`config.mk`:
```
export PLATFORM = sky130hd
export DESIGN_NAME = divider_8bit_seq
export DESIGN_NICKNAME = d
export VERILOG_FILES = /design/src/rtl/divider_8bit_seq.sv
export SDC_FILE = /design/constraint.sdc
export NUM_CORES = 1
export LEC_CHECK = 0
export ABC_AREA = 1
export BUFFER_PORTS_ARGS = -buffer_cell sky130_fd_sc_hd__buf_2
export CORE_MARGIN = 4
export CORE_UTILIZATION = 56
export CTS_CLUSTER_SIZE = 10
export DETAILED_ROUTE_END_ITERATION = 16
export GPL_ROUTABILITY_DRIVEN = 0
export PLACE_DENSITY = 0.87
export REMOVE_ABC_BUFFERS = 1
export SYNTH_ARGS = -nofsm -noshare
export SYNTH_HDL_FRONTEND = slang
export SYNTH_SLANG_ARGS = --single-unit
```
`constraint.sdc`:
```
create_clock -name clk -period 5.6 [get_ports clk]
set_clock_uncertainty 0.05 [all_clocks]
set_input_delay 0.28 -clock clk [delete_from_list [all_inputs] [get_ports clk]]
set_output_delay 0.28 -clock clk [all_outputs]
set_load 0.05 [all_outputs]
```
`src/rtl/divider_8bit_seq.sv`:
```
// rtl/divider_8bit_seq.sv - sequential restoring divider with a ripple-borrow subtractor core

module sub_ripple #(
    parameter int W = 8
) (
    input  logic [W-1:0] a,
    input  logic [W-1:0] b,
    output logic [W-1:0] diff,
    output logic         cout
);
    // a + ~b + 1: carry-out high means no borrow
    logic [W:0] c;
    assign c[0] = 1'b1;

    for (genvar i = 0; i < W; i++) begin : g_bit
        assign diff[i]  = a[i] ^ ~b[i] ^ c[i];
        assign c[i + 1] = (a[i] & ~b[i]) | (c[i] & (a[i] ^ ~b[i]));
    end

    assign cout = c[W];
endmodule

module divider_8bit_seq #(
    parameter int WIDTH = 8
) (
    input  logic             clk,
    input  logic             rst_n,
    input  logic             start,
    input  logic [WIDTH-1:0] dividend,
    input  logic [WIDTH-1:0] divisor,
    output logic             busy,
    output logic             done,
    output logic [WIDTH-1:0] quotient,
    output logic [WIDTH-1:0] remainder,
    output logic             div_by_zero
);
    localparam int CW = $clog2(WIDTH);
    localparam logic [CW-1:0] LAST = CW'(WIDTH - 1);

    typedef enum logic [1:0] {IDLE, RUN, DONE} state_t;

    state_t           state_q;
    logic [CW-1:0]    cnt_q;
    logic [WIDTH-1:0] r_q, q_q, d_q;
    logic [WIDTH-1:0] quotient_q, remainder_q;
    logic             dbz_q;

    logic [WIDTH:0]   p;
    logic [WIDTH-1:0] diff;
    logic             cout;
    logic             borrow;
    logic [WIDTH-1:0] r_d, q_d;

    assign p = {r_q, q_q[WIDTH-1]};

    sub_ripple #(.W(WIDTH)) u_sub (
        .a    (p[WIDTH-1:0]),
        .b    (d_q),
        .diff (diff),
        .cout (cout)
    );

    // A set top bit of P means P already exceeds any WIDTH-bit divisor
    assign borrow = ~cout & ~p[WIDTH];
    assign r_d    = borrow ? p[WIDTH-1:0] : diff;
    assign q_d    = {q_q[WIDTH-2:0], ~borrow};

    always_ff @(posedge clk or negedge rst_n) begin
        if (!rst_n) begin
            state_q     <= IDLE;
            cnt_q       <= '0;
            r_q         <= '0;
            q_q         <= '0;
            d_q         <= '0;
            quotient_q  <= '0;
            remainder_q <= '0;
            dbz_q       <= 1'b0;
        end else begin
            case (state_q)
                IDLE, DONE: begin
                    if (start) begin
                        d_q <= divisor;
                        if (divisor != '0) begin
                            state_q <= RUN;
                            cnt_q   <= '0;
                            r_q     <= '0;
                            q_q     <= dividend;
                        end else begin
                            state_q     <= DONE;
                            quotient_q  <= '1;
                            remainder_q <= dividend;
                            dbz_q       <= 1'b1;
                        end
                    end else begin
                        state_q <= IDLE;
                    end
                end
                RUN: begin
                    r_q   <= r_d;
                    q_q   <= q_d;
                    cnt_q <= cnt_q + 1'b1;
                    if (cnt_q == LAST) begin
                        state_q     <= DONE;
                        quotient_q  <= q_d;
                        remainder_q <= r_d;
                        dbz_q       <= 1'b0;
                    end
                end
                default: state_q <= IDLE;
            endcase
        end
    end

    assign busy        = (state_q == RUN);
    assign done        = (state_q == DONE);
    assign quotient    = quotient_q;
    assign remainder   = remainder_q;
    assign div_by_zero = dbz_q;
endmodule
```
# --- Word level (Yosys, flattened, before mapping) ---
# Index checks and enable logic that the tools add are counted.
classes:
  addsub: 1
  n_eq_ne: 7
  muxes: 26
  bitwise_logic: 51
  n_reduce_logical: 7
op_table:
  columns: ["cell", "n"]
  rows:
  - ["2-to-1 mux 8 bit", 11]
  - ["case mux 8 bit (2 select lines)", 4]
  - ["bitwise AND 1 bit", 16]
  - ["bitwise XOR 1 bit", 15]
  - ["NOT 1 bit", 12]
  - ["bitwise OR 1 bit", 8]
  - ["nonzero test 8 bit", 1]
  - ["2-to-1 mux 2 bit", 3]
  - ["2-to-1 mux 3 bit", 2]
  - ["inequality test 2 bit, second input constant", 3]
  - ["case mux 3 bit (2 select lines)", 1]
  - ["case mux 2 bit (2 select lines)", 1]
  - ["AND reduction 4 bit", 1]
  - ["adder 3 x 1 -> 3 bit, second input constant", 1]
  - ["== test 3 bit, second input constant", 1]
  - ["2-to-1 mux 1 bit", 3]
  - ["AND reduction 3 bit", 1]
  - ["== test 2 x 1 -> 1 bit, second input constant", 1]
  - ["== test 2 bit, second input constant", 1]
  - ["zero test 2 bit", 1]
  - ["inequality test 2 x 1 -> 1 bit, second input constant", 1]
  - ["case mux 1 bit (2 select lines)", 1]
  - ["AND reduction 2 bit", 1]
  - ["nonzero test 2 bit", 1]
  - ["OR reduction 2 bit", 1]
totals:
  ff_bits: 46
  input_bits: 19
  output_inout_bits: 19
  wordCells: 100

# --- Logic depth before layout (Yosys ltp) ---
# Gate-level depths: netlist of run 1.
depth:
  ltp_word: 22
  mapped_depth: 16
  depth_no_buf: 16

# --- Hierarchy ---
# Synthesis of run 1 repeated with hierarchy kept, for this count alone.
hier_totals:
  cells_unflattened: 279
  hier_area_um2: 2417.3
by_module_without_submodules:
  columns: ["module", "n_inst", "cells_per_inst", "area_per_inst_um2", "seq_area_each_um2"]
  rows:
  - ["divider_8bit_seq", 1, 255, 2204.6, 1151.1]
  - ["sub_ripple", 1, 24, 212.7, 0.0]

# --- Least setup slack after synthesis of run 1 ---
# No wires, ideal clock.
synth_path:
  path_kind: "register to register"
  startpoint: "reg q_q[7]"
  endpoint: "reg r_q[0]"
  setup_time_ns: 0.065
  t_arrival_ns: 3.786
  t_required_ns: 5.485
  setup_slack_ns: 1.699
  stages_incl_launch_ff: 16
  n_path_buf: 0
  period_less_slack_ns: 3.901
  cell_sequence: "dfrtp_1 inv_1 ha_1 fa_1 fa_1 fa_1 fa_1 fa_1 fa_1 fa_1 nand2_1 inv_2 nor2_4 nand2_1 and2_1 nand2_1"
synth_via:
  elab_chain_len: 20
  word_cells_on_any_way: 22
  cone_classes: "mux (2); bitwise (20)"
synth_rtl:
  columns: ["element", "line_no", "source"]
  rows:
  - ["start: declaration", "44", "logic [WIDTH-1:0] r_q, q_q, d_q;"]
  - ["start signal: assignment", "87", "q_q <= dividend;"]
  - ["start signal: assignment", "100", "q_q <= q_d;"]
  - ["bitwise AND 1 bit or bitwise XOR 1 bit (tied branches)", "17, 16", null]
  - ["bitwise OR 1 bit", "17", "assign c[i + 1] = (a[i] & ~b[i]) | (c[i] & (a[i] ^ ~b[i]));"]
  - ["bitwise AND 1 bit", "17", null]
  - ["bitwise OR 1 bit", "17", null]
  - ["bitwise AND 1 bit", "17", null]
  - ["bitwise OR 1 bit", "17", null]
  - ["bitwise AND 1 bit", "17", null]
  - ["bitwise OR 1 bit", "17", null]
  - ["(+4 left out)", null, null]
  - ["bitwise AND 1 bit", "17", null]
  - ["bitwise OR 1 bit", "17", null]
  - ["bitwise AND 1 bit", "17", null]
  - ["bitwise OR 1 bit", "17", null]
  - ["NOT 1 bit", "64", "assign borrow = ~cout & ~p[WIDTH];"]
  - ["bitwise AND 1 bit", "64", null]
  - ["2-to-1 mux 8 bit (*)", "65", "assign r_d = borrow ? p[WIDTH-1:0] : diff;"]
  - ["case mux 8 bit (2 select lines) (*)", "79", "case (state_q)"]
  - ["end signal: assignment", "99", "r_q <= r_d;"]
  - ["end: declaration", "44", null]
# Every way passes the cells marked *; elsewhere a longest branch is shown, timed or not.
# A chain may end at the register's enable or synchronous reset.

# --- Final worst setup path of run 1 ---
layout_path:
  startpoint: "reg q_q[7]"
  endpoint: "reg r_q[3]"
layout_via:
  elab_chain_len: 20
  word_cells_on_any_way: 22
  cone_classes: "mux (2); bitwise (20)"
layout_rtl:
  columns: ["element", "line_no"]
  rows:
  - ["bitwise AND 1 bit or bitwise XOR 1 bit (tied branches)", "17"]
  - ["bitwise OR 1 bit (*)", "17"]
  - ["bitwise AND 1 bit (*)", "17"]
  - ["bitwise OR 1 bit (*)", "17"]
  - ["bitwise AND 1 bit (*)", "17"]
  - ["bitwise OR 1 bit (*)", "17"]
  - ["bitwise AND 1 bit", "17"]
  - ["bitwise OR 1 bit", "17"]
  - ["(+4 left out)", null]
  - ["bitwise AND 1 bit", "17"]
  - ["bitwise OR 1 bit", "17"]
  - ["bitwise AND 1 bit", "17"]
  - ["bitwise OR 1 bit", "17"]
  - ["NOT 1 bit", "64"]
  - ["bitwise AND 1 bit", "64"]
  - ["2-to-1 mux 8 bit (*)", "65"]
  - ["case mux 8 bit (2 select lines) (*)", "79"]
# Marks and branches as above.

==> results of run 1 <==
-- how the worst min path moves through the flow --
| stage | cells after the start | to | slack [ns] |
|---|---|---|---|
| after floorplan | 0 | cnt_q[0]$_DFFE_PN0P_ | -0.07 |
| after global placement | 2 | div_by_zero$_DFFE_PN0P_ | 0.41 |
| after detailed placement | 2 | div_by_zero$_DFFE_PN0P_ | 0.41 |
| after CTS | 1 | quotient[2]$_DFFE_PN0P_ | 0.11 |
| after global routing | 3 | d_q[2]$_DFFE_PN0P_ | 0.14 |
| final | 1 | q_q[2]$_DFFE_PN0P_ | 0.08 |
-- kinds of logic after synthesis --
logic type	after synthesis	share of synthesized area [%]
AOI/OAI and AO/OA	10	2.23
and+or+nand+nor	187	34.7
DFF	46	47.6
adders and majority gates	10	7.35
buffers and inverters	41	8.07
-- flip-flops by register name (all words and copies together), names as in the netlist --
signal and count:
state_q 2, cnt_q 3, div_by_zero 1, d_q 8, quotient 8, remainder 8, q_q 8, r_q 8
-- per-layer routing --
layer	vias up	part of all wire (%)
li1	972	-
met1	936	42
met2	43	50
met3	13	5.1
met4	0	2.3
met5	-	0
-- power by group through the flow --
| stage | sequential (mW) | clock, mW | combinational, mW |
|---|---|---|---|
| 6_report | 0.600 | 0.217 | 1.09 |
| 5_1_grt | 0.617 | 0.236 | 1.24 |
| 4_1_cts | 0.600 | 0.222 | 1.10 |
| 3_5_place_dp | 0.605 | 0 | 1.08 |
| 3_3_place_gp | 0.596 | 0 | 1.05 |
| 2_1_floorplan | 0.786 | 0 | 0.651 |
-- synthesized netlist by cell type --
library cell,count
sky130_fd_sc_hd__and2_1,8
sky130_fd_sc_hd__buf_2,6
sky130_fd_sc_hd__buf_6,3
sky130_fd_sc_hd__buf_8,1
sky130_fd_sc_hd__clkbuf_1,1
sky130_fd_sc_hd__dfrtp_1,46
sky130_fd_sc_hd__fa_1,7
sky130_fd_sc_hd__ha_1,3
sky130_fd_sc_hd__inv_1,28
sky130_fd_sc_hd__inv_2,2
sky130_fd_sc_hd__nand2_1,121
sky130_fd_sc_hd__nand2_2,1
sky130_fd_sc_hd__nand2_4,3
sky130_fd_sc_hd__nand2_8,1
sky130_fd_sc_hd__nand3_1,43
sky130_fd_sc_hd__nor2_1,5
sky130_fd_sc_hd__nor2_2,2
sky130_fd_sc_hd__nor2_4,2
sky130_fd_sc_hd__o21ai_0,8
sky130_fd_sc_hd__o21ai_1,1
sky130_fd_sc_hd__o21ai_2,1
sky130_fd_sc_hd__or2_1,1
-- critical path, stage by stage, from the launching register on --
cell                      delay [ns]
sky130_fd_sc_hd__dfrtp_1        0.40
sky130_fd_sc_hd__inv_1          0.06
sky130_fd_sc_hd__ha_1           0.22
sky130_fd_sc_hd__fa_1           0.39
sky130_fd_sc_hd__fa_1           0.39
sky130_fd_sc_hd__fa_1           0.39
sky130_fd_sc_hd__fa_1           0.40
sky130_fd_sc_hd__fa_1           0.39
sky130_fd_sc_hd__fa_1           0.39
sky130_fd_sc_hd__fa_1           0.36
sky130_fd_sc_hd__nand2_1        0.15
sky130_fd_sc_hd__inv_2          0.07
sky130_fd_sc_hd__nor2_4         0.17
sky130_fd_sc_hd__nand2_1        0.10
sky130_fd_sc_hd__and2_1         0.16
sky130_fd_sc_hd__nand2_1        0.07
-- layout make-up --
type | count | area (um2) | area share (%)
sequential | 46 | 1150 | 43.0
multi-input combinational | 207 | 1070 | 40.0
timing repair buffer | 37 | 185 | 6.92
inverter | 30 | 113 | 4.21
clock buffer | 6 | 82.6 | 3.08
tap | 50 | 62.6 | 2.34
clock inverter | 2 | 12.5 | 0.467
-- per-stage QoR --
stage / std cells / worst slack (ns) / hold WS [ns]
after floorplan: 283 / 1.70 / -0.0656
after global placement: 370 / 1.58 / 0.408
after detailed placement: 370 / 1.46 / 0.411
after CTS: 378 / 1.40 / 0.111
after global routing: 378 / 1.23 / 0.136
final: 378 / 1.39 / 0.0796
==> results.md, run 1 <==
Global routing:
- The initial antenna violation count came to 0.
- The final global-route overflow total is 0.
- The number of global-route vias before repair is between 1500 and 2000.
- The first-pass GRT wire length is around 8700 um.
- In this run the most used layer during global routing was met2.
- In the global route stage, met3 resource usage came out at approximately 5.9%.
- Global routing used ~28% of the available met1 tracks.
- The pin count of the biggest net entering global routing is 47.
- For met2 alone, demand over resource in global routing was roughly a third.
- Global routing consumed, over all layers together, a little over a fifth of the routing resources.

Clock network:
- The number of gates resized after cts is 0.
- CTS placed an instance of sky130_fd_sc_hd__clkbuf_8 at the clock tree root.
- The latest clock arrival within the worst-skew pair is between 0.3 and 0.4 ns.
- After clock tree synthesis, the clock-pin slew on the worst setup and hold paths is 0.09 ns.
- The H-tree was split into 2 levels.
- Counting every sink on the clock net gives between 40 and 50.
- In this run, CTS created clock tree buffers numbering 5.
- In this run the post-CTS setup repair buffer count came out at 0.
- The hold buffer count at cts is 0.
- The clock tree buffer depth is 2.
- The clock tree from TritonCTS is built.

STA:
- The count of pins over their slew limit was 0.
- The headroom to the max-slew limit is between 30% and 40%.
- After routing, the total negative slack on setup checks comes to 0 ns.
- The transition time of the tightest slew-check pin is roughly 1 ns.
- The clock period could shrink to approximately 4.2 ns.
- Setup repair after global routing left no endpoint under its margin.
- The final worst-path cycle share is about 75%.
- The maximum frequency from static timing analysis is 237 MHz.
- Setup violations remaining at the end of the flow were counted as 0.
- The final count of hold timing violations came to 0.

Critical path:
- The worst setup path is of the reg2reg kind.
- Data arrives at the worst endpoint at ~4.4 ns.
- The biggest fanout along the worst timing path is 8.
- The number of cells on the worst reg-to-reg path is 15.
- The setup slack of the most critical reg-to-reg path is between 1 and 1.5 ns.
- The beginning of the critical path is q_q[7]$_DFFE_PN0P_.
- In this run the critical register-to-register path is launched from q_q[7]$_DFFE_PN0P_.
- STA classifies the critical path startpoint as a flip-flop.
- The critical path capture point is r_q[3]$_DFFE_PN0P_.
- The required time of the worst setup path is ~5.8 ns.
- The endpoint of the most critical register-to-register path is r_q[3]$_DFFE_PN0P_.
- The kind of capture point of the worst setup path is a flip-flop.

Run:
- The number of max-capacitance violations reported is 0.

Synthesis:
- The total number of yosys warnings is 0.
- The gate count of the mapped netlist is 294.
- sky130_fd_sc_hd__dfrtp_1 takes more of the synthesized area than any other cell.
- The portion of synthesized cell area occupied by the leading cell type is between 40% and 50%.
- The average cell area after synthesis is 8.22 um2.
- For this run, the register share of the synthesized area comes to roughly 48%.
- After synthesis the cells add up to approximately 2400 um2.
- In this run, synthesis produced a sequential element count of 46.
- The number of distinct library cells after synthesis is 22.
- In the post-synthesis netlist, the biggest area contributors are sky130_fd_sc_hd__dfrtp_1 48%, sky130_fd_sc_hd__nand2_1 19%, sky130_fd_sc_hd__nand3_1 8.9%.

Finish:
- The filler cells instantiated in the layout total 371.
- The layout-stage area growth over the synthesis result is 10.8%.
- The post-route netlist has ~17% of its cells at a drive strength greater than 1.
- The number of nets at the end of the flow is between 300 and 400.
- Summing all non-filler instances in the final layout gives an area of 2680 um2.
- The antenna diode count is 0.
- Measured on the finished design, the core utilization comes to between 60% and 70%.
- In the layout the commonest cells are 121 x sky130_fd_sc_hd__nand2_1, 46 x sky130_fd_sc_hd__dfrtp_1, 43 x sky130_fd_sc_hd__nand3_1, 37 x sky130_fd_sc_hd__buf_2, 28 x sky130_fd_sc_hd__inv_1.
- The leading cell type in the layout, fill and taps excluded is sky130_fd_sc_hd__nand2_1.

Floorplanning:
- In this run the count of I/O pins placed on the die edge is 38.
- From bottom edge to top edge, the die measures approximately 74 um.
- The area of the die is between 5000 and 6000 um2.
- After floorplanning, the core was divided into 23 placement rows.
- The die boundary width is 73.7 um.
- The core region is approximately 4100 um2.
- The initial cell density of the core is between 50% and 60%.

Drt:
- Wires add up to 5060 um.
- The number of search-and-repair iterations in the first detailed-routing pass is 4.
- Dividing the detail-routed via count by the number of cells gives around 5.2.
- The DRC marker count from the first detailed-route iteration is around 160.
- After detailed routing, the average wire length per cell comes to about 13 um.
- The count of nets left with antenna violations once routing finished came out at 0.
- Across all layers, the routed design uses ~2000 vias.
- The count of unresolved DRC violations after routing is 0.

Placement:
- Input and output buffers added on the ports amount to 37.
- After legalization and detailed placement, the total HPWL measured 3540 um.
- The placement-stage cell area is around 2600 um2.

Run status:
- The run finished with clean final reports.

Pwr:
- Cell internal power was estimated by the tool at 0.946 mW.
- Across the VDD grid, the largest voltage drop is about 0.0004 V.
- The fraction of power consumed by combinational cells is between 50% and 60%.
- In this run switching power makes up ~50% of total power.
- In this run the power spent charging and discharging nets is 0.960 mW.
- The design draws roughly 1.9 mW.
- Dividing total power by cell area gives a power density of a little over 700 nW/um2.
- The clock power share is around 11%.
- The leakage power of the design is roughly 1.5 nW.
- Of the total power, registers draw about a third.

Worst hold path:
- The class of the most critical hold timing path is in2async.
Note: power is estimated with default switching activity, not from simulation.
==> run 2, diff against run 1 <==
--- a/config.mk
+++ b/config.mk
@@ -8,11 +8,11 @@
 export ABC_AREA = 1
 export BUFFER_PORTS_ARGS = -buffer_cell sky130_fd_sc_hd__buf_2
 export CORE_MARGIN = 4
-export CORE_UTILIZATION = 56
+export CORE_UTILIZATION = 51
 export CTS_CLUSTER_SIZE = 10
 export DETAILED_ROUTE_END_ITERATION = 16
 export GPL_ROUTABILITY_DRIVEN = 0
-export PLACE_DENSITY = 0.87
+export PLACE_DENSITY = 0.84
 export REMOVE_ABC_BUFFERS = 1
 export SYNTH_ARGS = -nofsm -noshare
 export SYNTH_HDL_FRONTEND = slang
==> constraint.sdc (replaced) <==
create_clock -name clk -period 3.6 [get_ports clk]
set_clock_uncertainty 0.05 [all_clocks]
set_input_delay 0.18 -clock clk [delete_from_list [all_inputs] [get_ports clk]]
set_output_delay 0.18 -clock clk [all_outputs]
set_load 0.05 [all_outputs]
==> run 2 against run 1 <==
Against the previous run:
- the flow now finishes with violations (negative hold slack, negative setup slack)
- routed wire length rose by 9.4%
- via count rose by 2.5%
- design area rose by 6.6%
- hold slack got worse by 0.082 ns
- critical path depth did not move
- fmax rose by 11%
- non-clock buffer count rose by 8
- setup slack got worse by 1.6 ns
- clock-buffer cell count did not move
- critical endpoint is now remainder[5]$_DFFE_PN0P_
- highest routed layer unchanged
==> results.md, run 2 (synthesis results as in run 1) <==
Run status:
- The run finished, with violations left.
- The final reports fail on negative hold slack, negative setup slack.

Drt:
- The number of search-and-repair iterations in the first detailed-routing pass is 4.
- The routed layout has about 2000 vias.
- The final wirelength is 5540 um.
- The DRC marker count from the first detailed-route iteration is 155.
- In the routed design, unresolved DRC markers number 0.
- After detailed routing, the number of vias per cell comes to around 5.2.
- The average wire per standard cell is roughly 14 um.
- In this run the remaining antenna-violating nets after routing total 0.

Critical path:
- For flop-to-flop paths, the worst setup slack is -0.19 ns.
- The worst register-to-register path ends at remainder[5]$_DFFE_PN0P_.
- Data on the critical path arrives at its endpoint at around 3.9 ns.
- STA classifies the critical path endpoint as a flip-flop.
- STA classifies the critical path startpoint as a flip-flop.
- The startpoint identified for the worst register-to-register timing path is d_q[0]$_DFFE_PN0P_.
- The cell count of the worst reg-to-reg path is 15.
- At the worst endpoint, the required time is between 3 and 4 ns.
- The worst setup path is of the reg2reg kind.
- The biggest fanout along the worst timing path is 9.

Placement:
- The estimated wirelength of the detail-placed design is 3540 um.
- The post-placement cell count is about 380.
- The port buffer count is 37.

Clock network:
- The clock drives 46 sinks.
- After clock tree synthesis, the clock-pin slew on the worst setup and hold paths is around 0.080 ns.
- Clock latency on the worst-skew pair, taken at its later pin, is roughly 0.29 ns.
- TritonCTS built the clock tree.
- The number of buffers inserted during clock tree synthesis is 5.
- The total number of H-tree levels is 2.
- The clock tree buffer depth is 2.
- The hold buffer count at cts is 0.
- The root buffer cell chosen for the clock tree is sky130_fd_sc_hd__clkbuf_8.

Finish:
- The sequential cell area in the final layout is 1150 um2.
- The count of cells in the finished layout, fillers not included, comes to roughly 390.
- In the final layout, the multi-input gates occupy between 1000 and 1500 um2.
- The leading cell type in the layout, fill and taps excluded is sky130_fd_sc_hd__nand2_1.
- The number of inserted filler cells in the final layout is a little under 400.
- The number of nets at the end of the flow is around 360.
- The antenna diode count is 0.
- In the final layout, the share of cells above drive strength 1 is 27.5%.
- In the layout the commonest cells are 107 x sky130_fd_sc_hd__nand2_1, 46 x sky130_fd_sc_hd__dfrtp_1, 41 x sky130_fd_sc_hd__nand3_1, 37 x sky130_fd_sc_hd__buf_2, 28 x sky130_fd_sc_hd__inv_1.
- The layout-stage area growth over the synthesis result is 18.1%.

Worst hold path:
- In this run the worst hold path is classified as in2async.

STA:
- The count of pins over their slew limit came to 0.
- The number of setup violations in the final report is 18.
- Hold timing on the final database bottoms out at a slack of -0.00232 ns.
- The transition time of the tightest slew-check pin is approximately 1 ns.
- The headroom to the max-slew limit is approximately 33%.
- Summed over all failing endpoints, the final setup total negative slack is -2.66 ns.
- The shortest clock period the worst path allows after layout is around 3.8 ns.
- Setup repair after global routing could not meet its margin everywhere.
- The worst path uses 105% of the clock period.
- The final count of hold timing violations is 2.
- The maximum frequency from static timing analysis is around 260 MHz.
- The slack of the critical path is -0.191 ns.

Global routing:
- The number of global-route vias before repair is 1955.
- The total global-route track usage is between 10% and 20%.
- The final global-route overflow total is 0.
- The initial antenna violation count is 0.
- The first-pass GRT wire length is 8940 um.
- Entering global routing, the biggest net connects 47 pins.

Run:
- The number of max-capacitance violations reported is 0.

Floorplanning:
- The area of the die is between 5000 and 6000 um2.
- The die span in y is a little under 80 um.
- The I/O pin count is 38.
- The core outline area is around 4500 um2.
- The initial cell density of the core is between 50 and 60%.
- The die is between 70 and 80 um wide.
- The row count is 24.
==> run 2: cell types whose count changed in the layout (fill, tap and decap cells not counted), sizes merged <==
cell / before / now
buf: 37 / 45
clkinv: 1 / 0
clkinvlp: 1 / 0
bufinv: 0 / 1
==> run 2: worst max-delay path: stages, from the launching register on <==
cell and delay (ns):
sky130_fd_sc_hd__dfrtp_1 0.39, sky130_fd_sc_hd__ha_2 0.18, sky130_fd_sc_hd__fa_2 0.34, sky130_fd_sc_hd__fa_2 0.34, sky130_fd_sc_hd__fa_2 0.35, sky130_fd_sc_hd__fa_2 0.36, sky130_fd_sc_hd__fa_2 0.35, sky130_fd_sc_hd__fa_2 0.35
sky130_fd_sc_hd__fa_2 0.34, sky130_fd_sc_hd__nand2_2 0.09, sky130_fd_sc_hd__buf_4 0.12, sky130_fd_sc_hd__nor2_4 0.06, sky130_fd_sc_hd__nand2_2 0.12, sky130_fd_sc_hd__nand3_1 0.11, sky130_fd_sc_hd__nand2_1 0.08, sky130_fd_sc_hd__nand2_1 0.05
==> run 2: metrics by stage <==
step	hold slack [ns]	setup slack [ns]	utilization (%)	area, um2
4_1_cts	0.0359	-0.165	61.9	2770
2_1_floorplan	-0.166	-0.305	-	2330
3_5_place_dp	0.348	-0.480	58.4	2620
5_1_grt	0.0536	-0.306	63.8	2860
6_report	-0.00232	-0.191	63.8	2860
3_3_place_gp	0.351	-0.326	58.4	2620
==> run 2: cell type report <==
class | instances | share of cell area, %
clock buffer | 6 | 2.89
timing repair buffer | 45 | 9.16
multi-input combinational | 207 | 40.4
tap | 52 | 2.28
inverter | 30 | 3.94
sequential | 46 | 40.3
clock inverter | 1 | 1.05
==> run 2: layer usage <==
layer / track usage (%) / up-vias / part of all wire [%]
met4: 6.16 / 0 / 2.3
li1: - / 983 / -
met3: 4.22 / 15 / 5.3
met1: 24.5 / 964 / 41
met2: 31.0 / 52 / 52
met5: 0 / - / 0
==> run 2: timing repair <==
item	CTS	global route
setup endpoints to repair	18	18
buffers inserted	2	3
pin swaps	5	3
resized for setup	14	17
==> run 2: worst max-delay path by stage <==
stage                                to               start
2_1_floorplan        r_q[0]$_DFFE_PN0P_  q_q[7]$_DFFE_PN0P_
3_3_place_gp         r_q[1]$_DFFE_PN0P_  q_q[7]$_DFFE_PN0P_
3_5_place_dp         r_q[7]$_DFFE_PN0P_  q_q[7]$_DFFE_PN0P_
4_1_cts              r_q[2]$_DFFE_PN0P_  q_q[7]$_DFFE_PN0P_
5_1_grt              r_q[2]$_DFFE_PN0P_  q_q[7]$_DFFE_PN0P_
6_report       remainder[5]$_DFFE_PN0P_  d_q[0]$_DFFE_PN0P_
Power of run 2 is not shown: default switching activity piles up to over one toggle a cycle in this logic, so the estimate is an artifact.
